[config.mk]
export PLATFORM = sky130hd
export DESIGN_NAME = gshare_predictor_state
export DESIGN_NICKNAME = d
export VERILOG_FILES = /design/src/rtl/gshare_predictor_state.sv
export SDC_FILE = /design/constraint.sdc
export NUM_CORES = 1
export LEC_CHECK = 0
export ABC_AREA = 1
export CORE_AREA = 2 2 259 261
export CTS_CLUSTER_DIAMETER = 50
export DETAILED_ROUTE_END_ITERATION = 16
export DIE_AREA = 0 0 261 263
export PLACE_DENSITY = 0.53
export RECOVER_POWER = 50
export SYNTH_ARGS = -nofsm -noshare
export SYNTH_HDL_FRONTEND = slang
export SYNTH_SLANG_ARGS = --single-unit
[constraint.sdc]
create_clock -name clk -period 13.32 [get_ports clk]
set_clock_uncertainty 0.05 [all_clocks]
set_input_delay 3.33 -clock clk [delete_from_list [all_inputs] [get_ports clk]]
set_output_delay 3.33 -clock clk [all_outputs]
set_load 0.05 [all_outputs]
[src/rtl/gshare_predictor_state.sv]
// gshare_predictor_state: saturating-counter predictor RAM with init sweep.
// Optional gshare indexing when PS_GSHARE_EN is defined; bimodal otherwise.
module gshare_predictor_state #(
   parameter int PS_SIZE   = 8,
   parameter int CTR_WIDTH = 2,
   parameter int GHR_SIZE  = 8
) (
   input  logic                 clk,
   input  logic                 reset,
   input  logic [PS_SIZE-1:0]   fch_addr_nxt,
   input  logic                 fch_predict,
   output logic [CTR_WIDTH-1:0] fch_pred_state,
   output logic                 fch_pred_taken,
   output logic [PS_SIZE-1:0]   fch_ps_addr,
   output logic                 ps_ready,
   input  logic                 wrb_update_bpu,
   input  logic                 wrb_was_pred,
   input  logic [CTR_WIDTH-1:0] wrb_ps_state,
   input  logic [PS_SIZE-1:0]   wrb_ps_addr,
   input  logic                 wrb_direction
);

   localparam int DEPTH = 1 << PS_SIZE;

   localparam logic [CTR_WIDTH-1:0] WEAK_NT =
      CTR_WIDTH'((1 << (CTR_WIDTH - 1)) - 1);
   localparam logic [CTR_WIDTH-1:0] WEAK_T =
      CTR_WIDTH'(1 << (CTR_WIDTH - 1));
   localparam logic [CTR_WIDTH-1:0] MAX =
      CTR_WIDTH'((1 << CTR_WIDTH) - 1);
   localparam logic [CTR_WIDTH-1:0] CTR_ONE  = CTR_WIDTH'(1);
   localparam logic [CTR_WIDTH-1:0] CTR_ZERO = '0;
   localparam logic [PS_SIZE-1:0]   IDX_ONE  = PS_SIZE'(1);
   localparam logic [PS_SIZE-1:0]   IDX_LAST = PS_SIZE'(DEPTH - 1);

   // Reject parameter combinations the counter/history logic cannot honour
   generate
      if (CTR_WIDTH < 2 || CTR_WIDTH > 4) begin : g_bad_ctr
         $error("CTR_WIDTH must be within 2..4");
      end
      if (GHR_SIZE < 1 || GHR_SIZE > PS_SIZE) begin : g_bad_ghr
         $error("GHR_SIZE must be within 1..PS_SIZE");
      end
   endgenerate

   typedef enum logic {
      S_INIT,
      S_READY
   } state_e;

   state_e                 state_q, state_d;
   logic [PS_SIZE-1:0]     sweep_idx_q, sweep_idx_d;
   logic [CTR_WIDTH-1:0]   fch_pred_state_q, fch_pred_state_d;
   logic [PS_SIZE-1:0]     fch_ps_addr_q, fch_ps_addr_d;
   logic                   ps_ready_q, ps_ready_d;

   logic [CTR_WIDTH-1:0]   ram_q [DEPTH];

   logic                   active;
   logic                   upd_en;
   logic                   rd_en;
   logic [CTR_WIDTH-1:0]   upd_data;
   logic [PS_SIZE-1:0]     idx;
   logic [CTR_WIDTH-1:0]   rd_data;
   logic                   wr_en;
   logic [PS_SIZE-1:0]     wr_addr;
   logic [CTR_WIDTH-1:0]   wr_data;

   assign active = (state_q == S_READY);
   assign upd_en = active & wrb_update_bpu;
   assign rd_en  = active & fch_predict;

`ifdef PS_GSHARE_EN
   logic [GHR_SIZE-1:0] ghr_q, ghr_d;

   // Shift resolved outcomes into history; frozen until sweep completes
   always_comb begin
      ghr_d = ghr_q;
      if (upd_en) begin
         ghr_d = GHR_SIZE'({ghr_q, wrb_direction});
      end
   end

   // History register, cleared on reset
   always_ff @(posedge clk) begin
      if (!reset) begin
         ghr_q <= '0;
      end else begin
         ghr_q <= ghr_d;
      end
   end

   // gshare index uses pre-update history
   assign idx = fch_addr_nxt ^ PS_SIZE'(ghr_q);
`else
   // Bimodal index: fetch address used directly
   assign idx = fch_addr_nxt;
`endif

   // New counter value from the resolved branch outcome
   always_comb begin
      upd_data = WEAK_NT;
      if (wrb_was_pred) begin
         if (wrb_direction) begin
            if (wrb_ps_state == MAX) begin
               upd_data = MAX;
            end else begin
               upd_data = wrb_ps_state + CTR_ONE;
            end
         end else begin
            if (wrb_ps_state == CTR_ZERO) begin
               upd_data = CTR_ZERO;
            end else begin
               upd_data = wrb_ps_state - CTR_ONE;
            end
         end
      end else begin
         if (wrb_direction) begin
            upd_data = WEAK_T;
         end else begin
            upd_data = WEAK_NT;
         end
      end
   end

   // Single write port shared by the init sweep and branch updates
   always_comb begin
      wr_en   = 1'b0;
      wr_addr = wrb_ps_addr;
      wr_data = upd_data;
      if (state_q == S_INIT) begin
         wr_en   = reset;
         wr_addr = sweep_idx_q;
         wr_data = WEAK_NT;
      end else begin
         wr_en   = reset & wrb_update_bpu;
         wr_addr = wrb_ps_addr;
         wr_data = upd_data;
      end
   end

   // Counter storage; no reset so it can map onto block RAM
   always_ff @(posedge clk) begin
      if (wr_en) begin
         ram_q[wr_addr] <= wr_data;
      end
   end

   // Read data with forwarding of a same-cycle update to the same entry
   always_comb begin
      rd_data = ram_q[idx];
      if (upd_en && (wrb_ps_addr == idx)) begin
         rd_data = upd_data;
      end
   end

   // Sweep FSM next state and registered lookup results
   always_comb begin
      state_d          = state_q;
      sweep_idx_d      = sweep_idx_q;
      fch_pred_state_d = fch_pred_state_q;
      fch_ps_addr_d    = fch_ps_addr_q;
      unique case (state_q)
         S_INIT: begin
            sweep_idx_d = sweep_idx_q + IDX_ONE;
            if (sweep_idx_q == IDX_LAST) begin
               state_d = S_READY;
            end
         end
         S_READY: begin
            if (rd_en) begin
               fch_pred_state_d = rd_data;
               fch_ps_addr_d    = idx;
            end
         end
         default: begin
            state_d = S_INIT;
         end
      endcase
      ps_ready_d = (state_d == S_READY);
   end

   // State and output registers with synchronous active-low reset
   always_ff @(posedge clk) begin
      if (!reset) begin
         state_q          <= S_INIT;
         sweep_idx_q      <= '0;
         fch_pred_state_q <= WEAK_NT;
         fch_ps_addr_q    <= '0;
         ps_ready_q       <= 1'b0;
      end else begin
         state_q          <= state_d;
         sweep_idx_q      <= sweep_idx_d;
         fch_pred_state_q <= fch_pred_state_d;
         fch_ps_addr_q    <= fch_ps_addr_d;
         ps_ready_q       <= ps_ready_d;
      end
   end

   assign fch_pred_state = fch_pred_state_q;
   assign fch_pred_taken = fch_pred_state_q[CTR_WIDTH-1];
   assign fch_ps_addr    = fch_ps_addr_q;
   assign ps_ready       = ps_ready_q;

endmodule

After elaboration in Yosys (flattened, before gate mapping)
Memories as Yosys holds them, arrays and structs flattened. A register that Yosys moved wholly into a read port is not among the register bits. Index checks and enable logic that the tools add are counted.

Flip-flop bits (word level): 17. Bits in writable memories: 512. Input bits: 24. Memories kept: 1.

Memory list: ram_q (depth 256, width 2, rd ports 1, clocked after Yosys merged registers in 1, write ports 1, line 57) `logic [CTR_WIDTH-1:0] ram_q [DEPTH];`.

Add/sub/neg operators: 3. Eq/ne operators: 2. Muxes and demuxes: 12. Bitwise gates (word level): 2. Reduce and logical (&&, ||, !) cells: 3.

Operators with widths (number): 2-to-1 mux 2 bit (6); adder 8 x 1 -> 8 bit (second input constant) (1); equality test 8 bit (second input constant) (1); 2-to-1 mux 8 bit (1); 2-to-1 mux 1 bit (5); adder 2 x 1 -> 2 bit (second input constant) (1); AND 1 bit (2); equality test 2 bit (second input constant) (1); logical NOT 2 bit (1); AND reduction 2 bit (1); subtractor 2 x 1 -> 2 bit (second input constant) (1); logical NOT 1 bit (1).

Depth between registers and ports, before layout
Gate-level depths: netlist of run 1.

Depth after elaboration: 5. Depth in mapped cells: 16. Gate-level depth less buffers: 13.

Least setup slack after synthesis of run 1
No wires, ideal clock.

Path kind: input -> register. From: input port wrb_direction. To: memory ram_q[0][1], data pin. Setup time: 1.582 ns. Arrival time: 10.359 ns. Data required time: 11.688 ns. Path slack: 1.329 ns. Cell stages on the path: 4. Path through: nor2_1 nor2_1 inv_1 a21oi_1.

Word-level cells in the longest chain between the ends: 3.

Ends and longest elaborated chain: from (decl) (line 20) `input logic wrb_direction`; 2-to-1 mux 2 bit (on tied branches) (line 118, 104); 2-to-1 mux 2 bit * (line 103) `if (wrb_was_pred) begin`; 2-to-1 mux 2 bit * (line 131) `if (state_q == S_INIT) begin`; net wr_data[1] (line 67) `logic [CTR_WIDTH-1:0] wr_data;`; to (decl) (line 57).

The timed path passes the listed nets; every way through them passes the cells marked *.

Worst setup path after layout of run 1
From: input port wrb_direction. To: memory ram_q[108][0], data pin.

Same word-level chain as after synthesis.

==> summary.md, run 1 <==
| Metric | Value |
|---|---|
| Fin nets | `2,152` |
| Area grow syn2layout | `11.5%` |
| Crit Path Class | `in -> reg` |
| Routed Wire Length | `63,700 µm` |
| # diodes | `0` |
| Final period util | `0.699` |
| RePlAce Congestion | `0.839` |
| Initial DRC Count | `1,436` |
| Max Freq | `0.107 GHz` |
| Pwr per Cell Area | `137 nW/µm²` |
| Psw | `0.774 mW` |
| Peak VDD IR | `0.0000889 V` |
| Initial Util | `0.348` |
| CTS sink cnt | `531` |
| Critical Path End Type | `register` |
| Initial antenna violation count | `0` |
| Longest Clk Path Bufs | `3` |
| #FFs+latches synth | `531` |
| Xor and xnor area share after synthesis | `0.00153` |
| Mux contribution to synthesized area | `0` |
| Pre-CTS setup slack | `6100 ps` |
| Synth Cell Area | `22,900 µm²` |
| Hold_sp | `sweep_idx_q[7]$_SDFFE_PN0N_` |
| Primary FF master, synth | `edfxtp_1` |
| Dpl hpwl | `35,400 µm` |
| FF-to-FF setup slack | `6730 ps` |
| Avg Vias per Cell | `5.27` |
| Seq pwr share | `0.517` |
| Critical path's largest stage delay | `3050 ps` |
| Syn_area_per_cell | `10.6 µm²` |
| CP Max Fanout | `94` |
| CTS resizes | `0` |
| Async SR Flop Fraction | `0` |
| Postcts setup bufs | `0` |
| CP startpoint kind | `input port` |
| Number of synthesized flops with an enable pin | `512` |
| Router iterations before antenna repair | `7` |
| CTS tree | `yes` |
| Footprint of the multi-input gates | `6140 µm²` |
| Total CTS buffers | `55` |
| Layout fillers | `6,453` |
| First-pass GRT wire length | `96,000 µm` |
| Post-CTS Hold Buffers | `0` |
| Hold Path Depth | `2` |
| DRC | `0` |
| Static leakage | `8.44 nW` |
| Max Transition Viols Final | `476` |
| Finished Core Util | `0.388` |
| Status | `finished, violations left` |
| IO Port Bufs | `35` |
| Most frequent cells in the layout | `edfxtp_1, nand2_1, nand3_1, nor2_1, o21ai_0` |
| Largest family of logic cells by synthesized area | `simple AND/OR/NAND/NOR gates` |
| # IOs | `36` |
| WP data required | `13,070 ps` |
| Setup violations, final | `0` |
| Unrepaired setup endpoints after global routing | `no` |
| Largest net degree at the start of global routing | `100` |
| Critical path arrival | `9060 ps` |
| Worst-Skew Late Latency | `630 ps` |
| Design Area, Final | `25,500 µm²` |
| Hold Slack | `457 ps` |
| Power Internal | `2.71 mW` |
| Post-synth net total | `2,181` |
| Cell row count | `94` |
| Reg2reg start | `ps_ready$_SDFF_PN0_` |
| Failing checks | `max-capacitance violations, max-slew violations` |
| Reg clk slew, reported paths | `60 ps` |
| Max-cap violation count | `11` |
| Core Region | `65,600 µm²` |
| Final setup margin | `4010 ps` |
| FF-to-FF path depth | `6` |
| Die area | `68,600 µm²` |
| Worst r2r dst | `ram_q[108][0]$_DFFE_PP_` |
| GRT Util Overall | `0.184` |
| Synth unique cells | `28` |
| Post-route minimum period | `9310 ps` |
| Placed Area | `23,800 µm²` |
| Synth Instances | `2,156` |
| Worst path cell trace | `dlygate4sd3_1 -> nand2_1 -> a211oi_1 -> nor2_1 -> clkinvlp_2 -> clkbuf_1` |
| Clock power frac | `0.430` |
| Via count | `16,000` |
| Top layer in use | `met4` |
| Post-synthesis sequential area ratio | `0.689` |
| Routed WL per cell | `21.0 µm` |
| Worst-margin pin slew | `4220 ps` |
| DR WL met3 | `3630 µm` |
| Root Buffer | `clkbuf_16` |
| Hold Fails Final Rpt | `0` |
| Hold Crit Class | `reg -> reg` |
| Number of global-route vias before repair | `15,600` |
| Storage cell area | `15,800 µm²` |
| Met2 wire length | `31,300 µm` |
| Switching Fraction | `0.222` |
| Share of cells above drive strength 1 | `0.0516` |
| Synth Area in Compound Gates | `0.0376` |
| Die Wd | `261 µm` |
| WHS Endpoint | `sweep_idx_q[7]$_SDFFE_PN0N_` |
| Final setup TNS | `0 ps` |
| M1 WL | `27,300 µm` |
| Total gr overflow | `0` |
| Slowest CP cell | `clkbuf_1` |
| Simple-gate portion of the synthesized area | `0.228` |
| Max-slew headroom | `-1.82` |
| Synth Area in Adders | `0.000547` |
| Synth warn | `0` |
| Comb pwr share | `0.053` |
| Most common cell after layout, fill and taps aside | `edfxtp_1` |
| Die Ht | `263 µm` |
| H-Tree Depth | `2` |
| Antenna-violating nets left | `0` |
[sequential cells by signal, summed over array words and instances (netlist names)]
register        count
sweep_idx_q         8
ram_q             512
ps_ready            1
fch_ps_addr         8
fch_pred_state      2
[cells by family (layout without fill, tap and decap cells)]
logic type               Yosys count  after routing
AND/OR/NAND/NOR                 1247           1247
flip-flops                       531            531
buffers and inverters            212            225
AO/OA/AOI/OAI                    161            161
XOR/XNOR                           4              4
adder cells (fa/ha/maj)            1              1
[metal layers]
metal | track usage | vias to the layer above
li1 | - | 7411
met1 | 0.249 | 7946
met2 | 0.310 | 520
met4 | 0.0493 | 0
met5 | 0 | -
met3 | 0.0238 | 94
[through the flow]
step / std cells / power, mW
global route: 3033 / 3.60
global placement: 2934 / 2.02
CTS: 3033 / 3.52
detailed placement: 2934 / 2.02
finish: 3033 / 3.49
floorplan: 2156 / 1.96
[synthesized netlist by cell type, types with 4 or more instances]
cell,count,area [µm²]
edfxtp_1,512,15400
nand2_1,474,1780
nand3_1,394,1970
nor2_1,364,1370
buf_2,96,480
o21ai_0,91,455
inv_1,59,221
a21oi_1,32,160
o22ai_1,32,200
clkbuf_1,27,101
dfxtp_1,19,380
buf_4,15,113
buf_1,11,41.3
nor3_1,7,35.0
xor2_1,4,35.0
[power groups by stage]
| stage | combinational (mW) | clock [mW] | sequential [mW] |
|---|---|---|---|
| after floorplan | 0.120 | 0 | 1.84 |
| after CTS | 0.183 | 1.53 | 1.80 |
| after detailed placement | 0.182 | 0 | 1.84 |
| final | 0.183 | 1.50 | 1.80 |
| after global placement | 0.182 | 0 | 1.84 |
| after global routing | 0.201 | 1.59 | 1.80 |
[worst max-delay path, delay by kind of cell]
family / cells / cell delay (ps)
buf+inv: 3 / 5160
simple gates: 2 / 200
compound gates: 1 / 210
[final cells by class]
| class | instances | share of cell area |
|---|---|---|
| tap | 864 | 0.0424 |
| clock buffer | 81 | 0.0604 |
| inverter | 63 | 0.00963 |
| timing repair buffer | 63 | 0.0199 |
| sequential | 531 | 0.619 |
| multi-input combinational | 1413 | 0.241 |
| clock inverter | 18 | 0.00815 |
[worst max-delay path by stage]
stage / from / endpoint
after floorplan: wrb_direction / ram_q[0][1]$_DFFE_PP_
after detailed placement: fch_addr_nxt[0] / fch_pred_state[1]$_SDFFE_PN0P_
after CTS: fch_addr_nxt[0] / fch_pred_state[1]$_SDFFE_PN0P_
final: wrb_direction / ram_q[108][0]$_DFFE_PP_
after global placement: fch_addr_nxt[0] / fch_pred_state[0]$_SDFFE_PN1P_
after global routing: wrb_direction / ram_q[179][0]$_DFFE_PP_
Note: power is estimated with default switching activity, not from simulation.
==> run 2: changes to the inputs <==
Clock period 13.32 ns to 9.15 ns, I/O delays scaled along.
==> run 2 against run 1 <==
Against the previous run:
- register-to-register slack worse by 2500 ps
- non-clock buffer count is 1 higher
- die area stayed put
- setup slack worse by 1400 ps
- cell count is 0.40% higher
- the run still ends with max-capacitance violations, max-slew violations left
- flip-flop and latch count stayed put
- clock-buffer cell count is 6 lower
- largest cell class unchanged
- highest routed layer unchanged
==> summary.md, run 2 (synthesized netlist as in run 1, its figures left out) <==
| Metric | Value |
|---|---|
| Status | `finished, violations left (unchanged)` |
| Failing checks | `max-capacitance violations, max-slew violations (unchanged)` |
| Longest Clk Path Bufs | `3 (unchanged)` |
| Max-slew headroom | `-1.29 (was -1.82)` |
| Finished Core Util | `0.391 (was 0.388)` |
| Storage cell area | `15,800 µm² (unchanged)` |
| Post-route minimum period | `6520 ps` |
| Routed Wire Length | `63,300 µm (was 63,700 µm)` |
| Hold Slack | `459 ps (was 457 ps)` |
| Total CTS buffers | `61 (was 55)` |
| RePlAce Congestion | `0.848 (was 0.839)` |
| Hold Crit Class | `reg -> reg (unchanged)` |
| Most frequent cells in the layout | `edfxtp_1, nand2_1, nand3_1, nor2_1, o21ai_0 (unchanged)` |
| Most used routing layer | `met2 (unchanged)` |
| Area grow syn2layout | `12.2% (was 11.5%)` |
| Placed Area | `23,800 µm² (about the same)` |
| Postcts setup bufs | `0 (unchanged)` |
| Initial DRC Count | `1,466 (was 1,436)` |
| Setup violations, final | `0 (unchanged)` |
| Router iterations before antenna repair | `6 (was 7)` |
| Critical path arrival | `6390 ps (was 9060 ps)` |
| CTS resizes | `0 (unchanged)` |
| Fin nets | `2,159 (was 2,152)` |
| Final setup margin | `2630 ps (was 4010 ps)` |
| M2 GR Usage | `0.298 (was 0.310)` |
| Most common cell after layout, fill and taps aside | `edfxtp_1 (unchanged)` |
| Worst-margin pin slew | `3440 ps (was 4220 ps)` |
| Die Ht | `263 µm (unchanged)` |
| CTS tree | `yes (unchanged)` |
| Critical path's largest stage delay | `2470 ps (was 3050 ps)` |
| Final std cells w/o fill | `3,045 (was 3,033)` |
| GRT Util Overall | `0.182 (was 0.184)` |
| Critical Path End Type | `register (unchanged)` |
| Pwr per Cell Area | `204 nW/µm² (was 137 nW/µm²)` |
| Design Area, Final | `25,600 µm² (was 25,500 µm²)` |
| Unrepaired setup endpoints after global routing | `no (unchanged)` |
| Worst path cell trace | `dlygate4sd3_1 -> nand2_1 -> a211oi_1 -> nor2_1 -> inv_6 -> clkbuf_1 (was dlygate4sd3_1 -> nand2_1 -> a211oi_1 -> nor2_1 -> clkinvlp_2 -> clkbuf_1)` |
| Max reg flops | `512 (unchanged)` |
| Die Wd | `261 µm (unchanged)` |
| Peak VDD IR | `0.000114 V (was 0.0000889 V)` |
| Static leakage | `8.52 nW (was 8.44 nW)` |
| Initial Util | `0.348 (unchanged)` |
| H-Tree Depth | `2 (unchanged)` |
| Footprint of the multi-input gates | `6130 µm² (was 6140 µm²)` |
| Share of cells above drive strength 1 | `0.0532 (was 0.0516)` |
| Routed WL per cell | `20.8 µm (was 21.0 µm)` |
| Dpl hpwl | `35,100 µm (was 35,400 µm)` |
| Final setup TNS | `0 ps (unchanged)` |
| # IOs | `36 (unchanged)` |
| Initial antenna violation count | `1 (was 0)` |
| Cell row count | `94 (unchanged)` |
| WP data required | `9020 ps (was 13,070 ps)` |
| Worst-Skew Late Latency | `620 ps (was 630 ps)` |
| Layout fillers | `6,378 (was 6,453)` |
| DRC | `0 (unchanged)` |
| CP startpoint kind | `input port (unchanged)` |
| Most flop-heavy register | `ram_q (unchanged)` |
| Hold Fails Final Rpt | `0 (unchanged)` |
| Avg Vias per Cell | `5.25 (was 5.27)` |
| Slowest CP cell | `clkbuf_1 (unchanged)` |
| Pre-CTS setup slack | `3440 ps (was 6100 ps)` |
| Root Buffer | `clkbuf_16 (unchanged)` |
| Antenna-violating nets left | `0 (unchanged)` |
| Total chip power | `5.24 mW (was 3.49 mW)` |
| Largest net degree at the start of global routing | `115 (was 100)` |
| Reg clk slew, reported paths | `60 ps (about the same)` |
| Placed cells | `2,935 (was 2,934)` |
| Number of global-route vias before repair | `15,600 (about the same)` |
| Routing usage on met3 | `0.0298 (was 0.0238)` |
| Total gr overflow | `0 (unchanged)` |
| Final period util | `0.713` |
| Die area | `68,600 µm² (unchanged)` |
| CP Max Fanout | `88 (was 94)` |
| First-pass GRT wire length | `94,900 µm (was 96,000 µm)` |
| Max Transition Viols Final | `219 (was 476)` |
| Post-CTS Hold Buffers | `0 (unchanged)` |
| Max Freq | `0.153 GHz` |
| Crit Path Class | `in -> reg (unchanged)` |
| Max-cap violation count | `11 (unchanged)` |
| GR Util met1 | `0.248 (was 0.249)` |
| IO Port Bufs | `35 (unchanged)` |
| CTS sink cnt | `531 (unchanged)` |
| Core Region | `65,600 µm² (unchanged)` |
| Via count | `16,000 (about the same)` |
-- run 2: cell types whose count changed in the layout (fill, tap and decap cells not counted), moves of 3 or more --
cell	change
clkbuf_1	-3
bufinv_16	+3
clkbuf_16	+6
clkinv_4	+4
clkbuf_4	-4
clkinv_1	+10
clkbuf_8	-5
inv_6	+3
-- run 2: final timing paths --
check,start,endpoint,slack [ps],depth (start not counted)
max,wrb_direction,ram_q[233][0]$_DFFE_PP_,2630,6
max reg2reg,ps_ready$_SDFF_PN0_,ram_q[233][0]$_DFFE_PP_,4270,6
min reg2reg,sweep_idx_q[1]$_SDFFE_PN0N_,sweep_idx_q[1]$_SDFFE_PN0N_,460,2
min,sweep_idx_q[1]$_SDFFE_PN0N_,sweep_idx_q[1]$_SDFFE_PN0N_,460,2
-- run 2: report_power, final --
| group | total [mW] | internal, mW | leakage (nW) | switching [mW] |
|---|---|---|---|---|
| combinational | 0.266 | 0.0717 | 2.90 | 0.194 |
| clock | 2.35 | 1.39 | 0.926 | 0.961 |
| sequential | 2.63 | 2.63 | 4.69 | 0.00126 |
| total | 5.24 | 4.09 | 8.52 | 1.16 |
-- run 2: per-layer routing --
| metal | wire, µm | vias to the layer above |
|---|---|---|
| met4 | 1780 | 0 |
| li1 | - | 7441 |
| met5 | 0 | - |
| met3 | 4150 | 122 |
| met1 | 27000 | 7877 |
| met2 | 30300 | 535 |
-- run 2: layout make-up --
type,count,share of cell area
Tap cell,864,0.0422
Clock buffer,75,0.0616
Clock inverter,34,0.0132
Inverter,63,0.00971
Sequential cell,531,0.614
Antenna cell,1,0.0000976
Multi-Input combinational cell,1413,0.239
Timing Repair Buffer,64,0.0201
-- run 2: critical path, delay by kind of cell --
family	cells	cell delay, ps
compound gates	1	220
buf+inv	3	3500
simple gates	2	240
==> run 3: changes to the inputs <==
Settings changed: PLACE_DENSITY 0.53 to 0.55.
Clock period 9.15 ns to 5.95 ns, I/O delays scaled along.
==> run 3 against run 2 <==
Against the previous run:
- the run still ends with max-capacitance violations, max-slew violations left
- total power up 55%
- via count up 0.99%
- register-to-register slack worse by 2400 ps
- die area unchanged
- critical path type unchanged
==> summary.md, run 3 (synthesized netlist as in run 1, its figures left out) <==
| Metric | Value |
|---|---|
| Share of cells above drive strength 1 | `0.0590 (was 0.0532)` |
| Unrepaired setup endpoints after global routing | `no (unchanged)` |
| Avg Vias per Cell | `5.29 (was 5.25)` |
| Root Buffer | `clkbuf_16 (unchanged)` |
| CTS tree | `yes (unchanged)` |
| Critical Path End Type | `register (unchanged)` |
| GRT Util Overall | `0.183 (was 0.182)` |
| Reg clk slew, reported paths | `60 ps (about the same)` |
| Worst-Skew Late Latency | `630 ps (was 620 ps)` |
| Max-cap violation count | `3 (was 11)` |
| Fin nets | `2,162 (was 2,159)` |
| Die Ht | `263 µm (unchanged)` |
| Area grow syn2layout | `13.0% (was 12.2%)` |
| Router iterations before antenna repair | `8 (was 6)` |
| # IOs | `36 (unchanged)` |
| Static leakage | `8.62 nW (was 8.52 nW)` |
| Hold Fails Final Rpt | `0 (unchanged)` |
| Die Wd | `261 µm (unchanged)` |
| Dpl hpwl | `36,200 µm (was 35,100 µm)` |
| Critical path arrival | `4980 ps (was 6390 ps)` |
| CP startpoint kind | `input port (unchanged)` |
| Most flop-heavy register | `ram_q (unchanged)` |
| Post-route minimum period | `4720 ps` |
| CTS resizes | `0 (unchanged)` |
| Routed Wire Length | `62,700 µm (was 63,300 µm)` |
| Failing checks | `max-capacitance violations, max-slew violations (unchanged)` |
| Postcts setup bufs | `0 (unchanged)` |
| Antenna-violating nets left | `0 (unchanged)` |
| Largest net degree at the start of global routing | `196 (was 115)` |
| Final period util | `0.793` |
| Pwr per Cell Area | `315 nW/µm² (was 204 nW/µm²)` |
| WP data required | `6210 ps (was 9020 ps)` |
| First-pass GRT wire length | `95,800 µm (was 94,900 µm)` |
| Max Freq | `0.212 GHz` |
| RePlAce Congestion | `0.917 (was 0.848)` |
| Die area | `68,600 µm² (unchanged)` |
| Hold Crit Class | `reg -> reg (unchanged)` |
| Routed WL per cell | `20.6 µm (was 20.8 µm)` |
| Crit Path Class | `in -> reg (unchanged)` |
| Max-slew headroom | `-0.687 (was -1.29)` |
| Initial Util | `0.348 (unchanged)` |
| Most frequent cells in the layout | `edfxtp_1, nand2_1, nand3_1, nor2_1, o21ai_0 (unchanged)` |
| Max reg flops | `512 (unchanged)` |
| Post-CTS Hold Buffers | `0 (unchanged)` |
| Final setup TNS | `0 ps (unchanged)` |
| Worst-margin pin slew | `2530 ps (was 3440 ps)` |
| Peak VDD IR | `0.000189 V (was 0.000114 V)` |
| Initial antenna violation count | `1 (unchanged)` |
| Max Transition Viols Final | `177 (was 219)` |
| H-Tree Depth | `2 (unchanged)` |
| DRC | `0 (unchanged)` |
| Via count | `16,100 (was 16,000)` |
| Number of global-route vias before repair | `15,900 (was 15,600)` |
| Setup violations, final | `0 (unchanged)` |
| Cell row count | `94 (unchanged)` |
| Status | `finished, violations left (unchanged)` |
| Total gr overflow | `0 (unchanged)` |
| CP Max Fanout | `65 (was 88)` |
| Longest Clk Path Bufs | `3 (unchanged)` |
| Most common cell after layout, fill and taps aside | `edfxtp_1 (unchanged)` |
| Total CTS buffers | `59 (was 61)` |
| Initial DRC Count | `1,453 (was 1,466)` |
| Core Region | `65,600 µm² (unchanged)` |
| CTS sink cnt | `531 (unchanged)` |
| Finished Core Util | `0.393 (was 0.391)` |
| IO Port Bufs | `35 (unchanged)` |
==> run 3: routing by layer <==
metal	up-vias	wire, µm	GRT usage
met5	-	0	0
met4	0	1850	0.0591
met1	8023	26900	0.254
met2	556	29800	0.294
met3	116	4180	0.0261
li1	7438	-	-
==> run 3: path summary, 6_finish.rpt <==
kind / to / slack (ps) / depth (start not counted) / startpoint
worst max-delay path: ram_q[102][1]$_DFFE_PP_ / 1230 / 6 / wrb_direction
worst min-delay path: sweep_idx_q[0]$_SDFFE_PN0N_ / 460 / 2 / sweep_idx_q[0]$_SDFFE_PN0N_
worst max register to register: ram_q[102][1]$_DFFE_PP_ / 1840 / 5 / ps_ready$_SDFF_PN0_
worst min register to register: sweep_idx_q[0]$_SDFFE_PN0N_ / 460 / 2 / sweep_idx_q[0]$_SDFFE_PN0N_
==> run 3: layout make-up <==
cell class	instances	area, µm²
clock inverter	40	424
multi-input combinational	1413	6120
fill	6384	39800
antenna	2	5.00
timing repair buffer	69	642
inverter	63	248
tap	864	1080
sequential	531	15800
clock buffer	70	1540
==> run 3: metrics by stage <==
step           setup WS (ps)  cell area [µm²]  hold WS (ps)  power [mW]  instances
2_1_floorplan            526            22900           399        4.39       2156
3_3_place_gp            1510            23900           433        4.53       2940
3_5_place_dp            1500            23900           447        4.53       2940
4_1_cts                 2130            25900           455        8.19       3050
5_1_grt                  986            25800           473        8.38       3050
6_report                1230            25800           456        8.12       3052
==> run 3: power breakdown <==
part           switching [mW]  internal [mW]  total, mW
Combinational           0.299          0.116      0.415
Clock                    1.48           2.19       3.67
Sequential            0.00189           4.04       4.04
==> run 3: critical path, stage by stage <==
cell           delay, ps
dlygate4sd3_1        570
nor2_1                60
nor2_1                80
inv_1                 60
a21oi_1             1860
buf_4                780
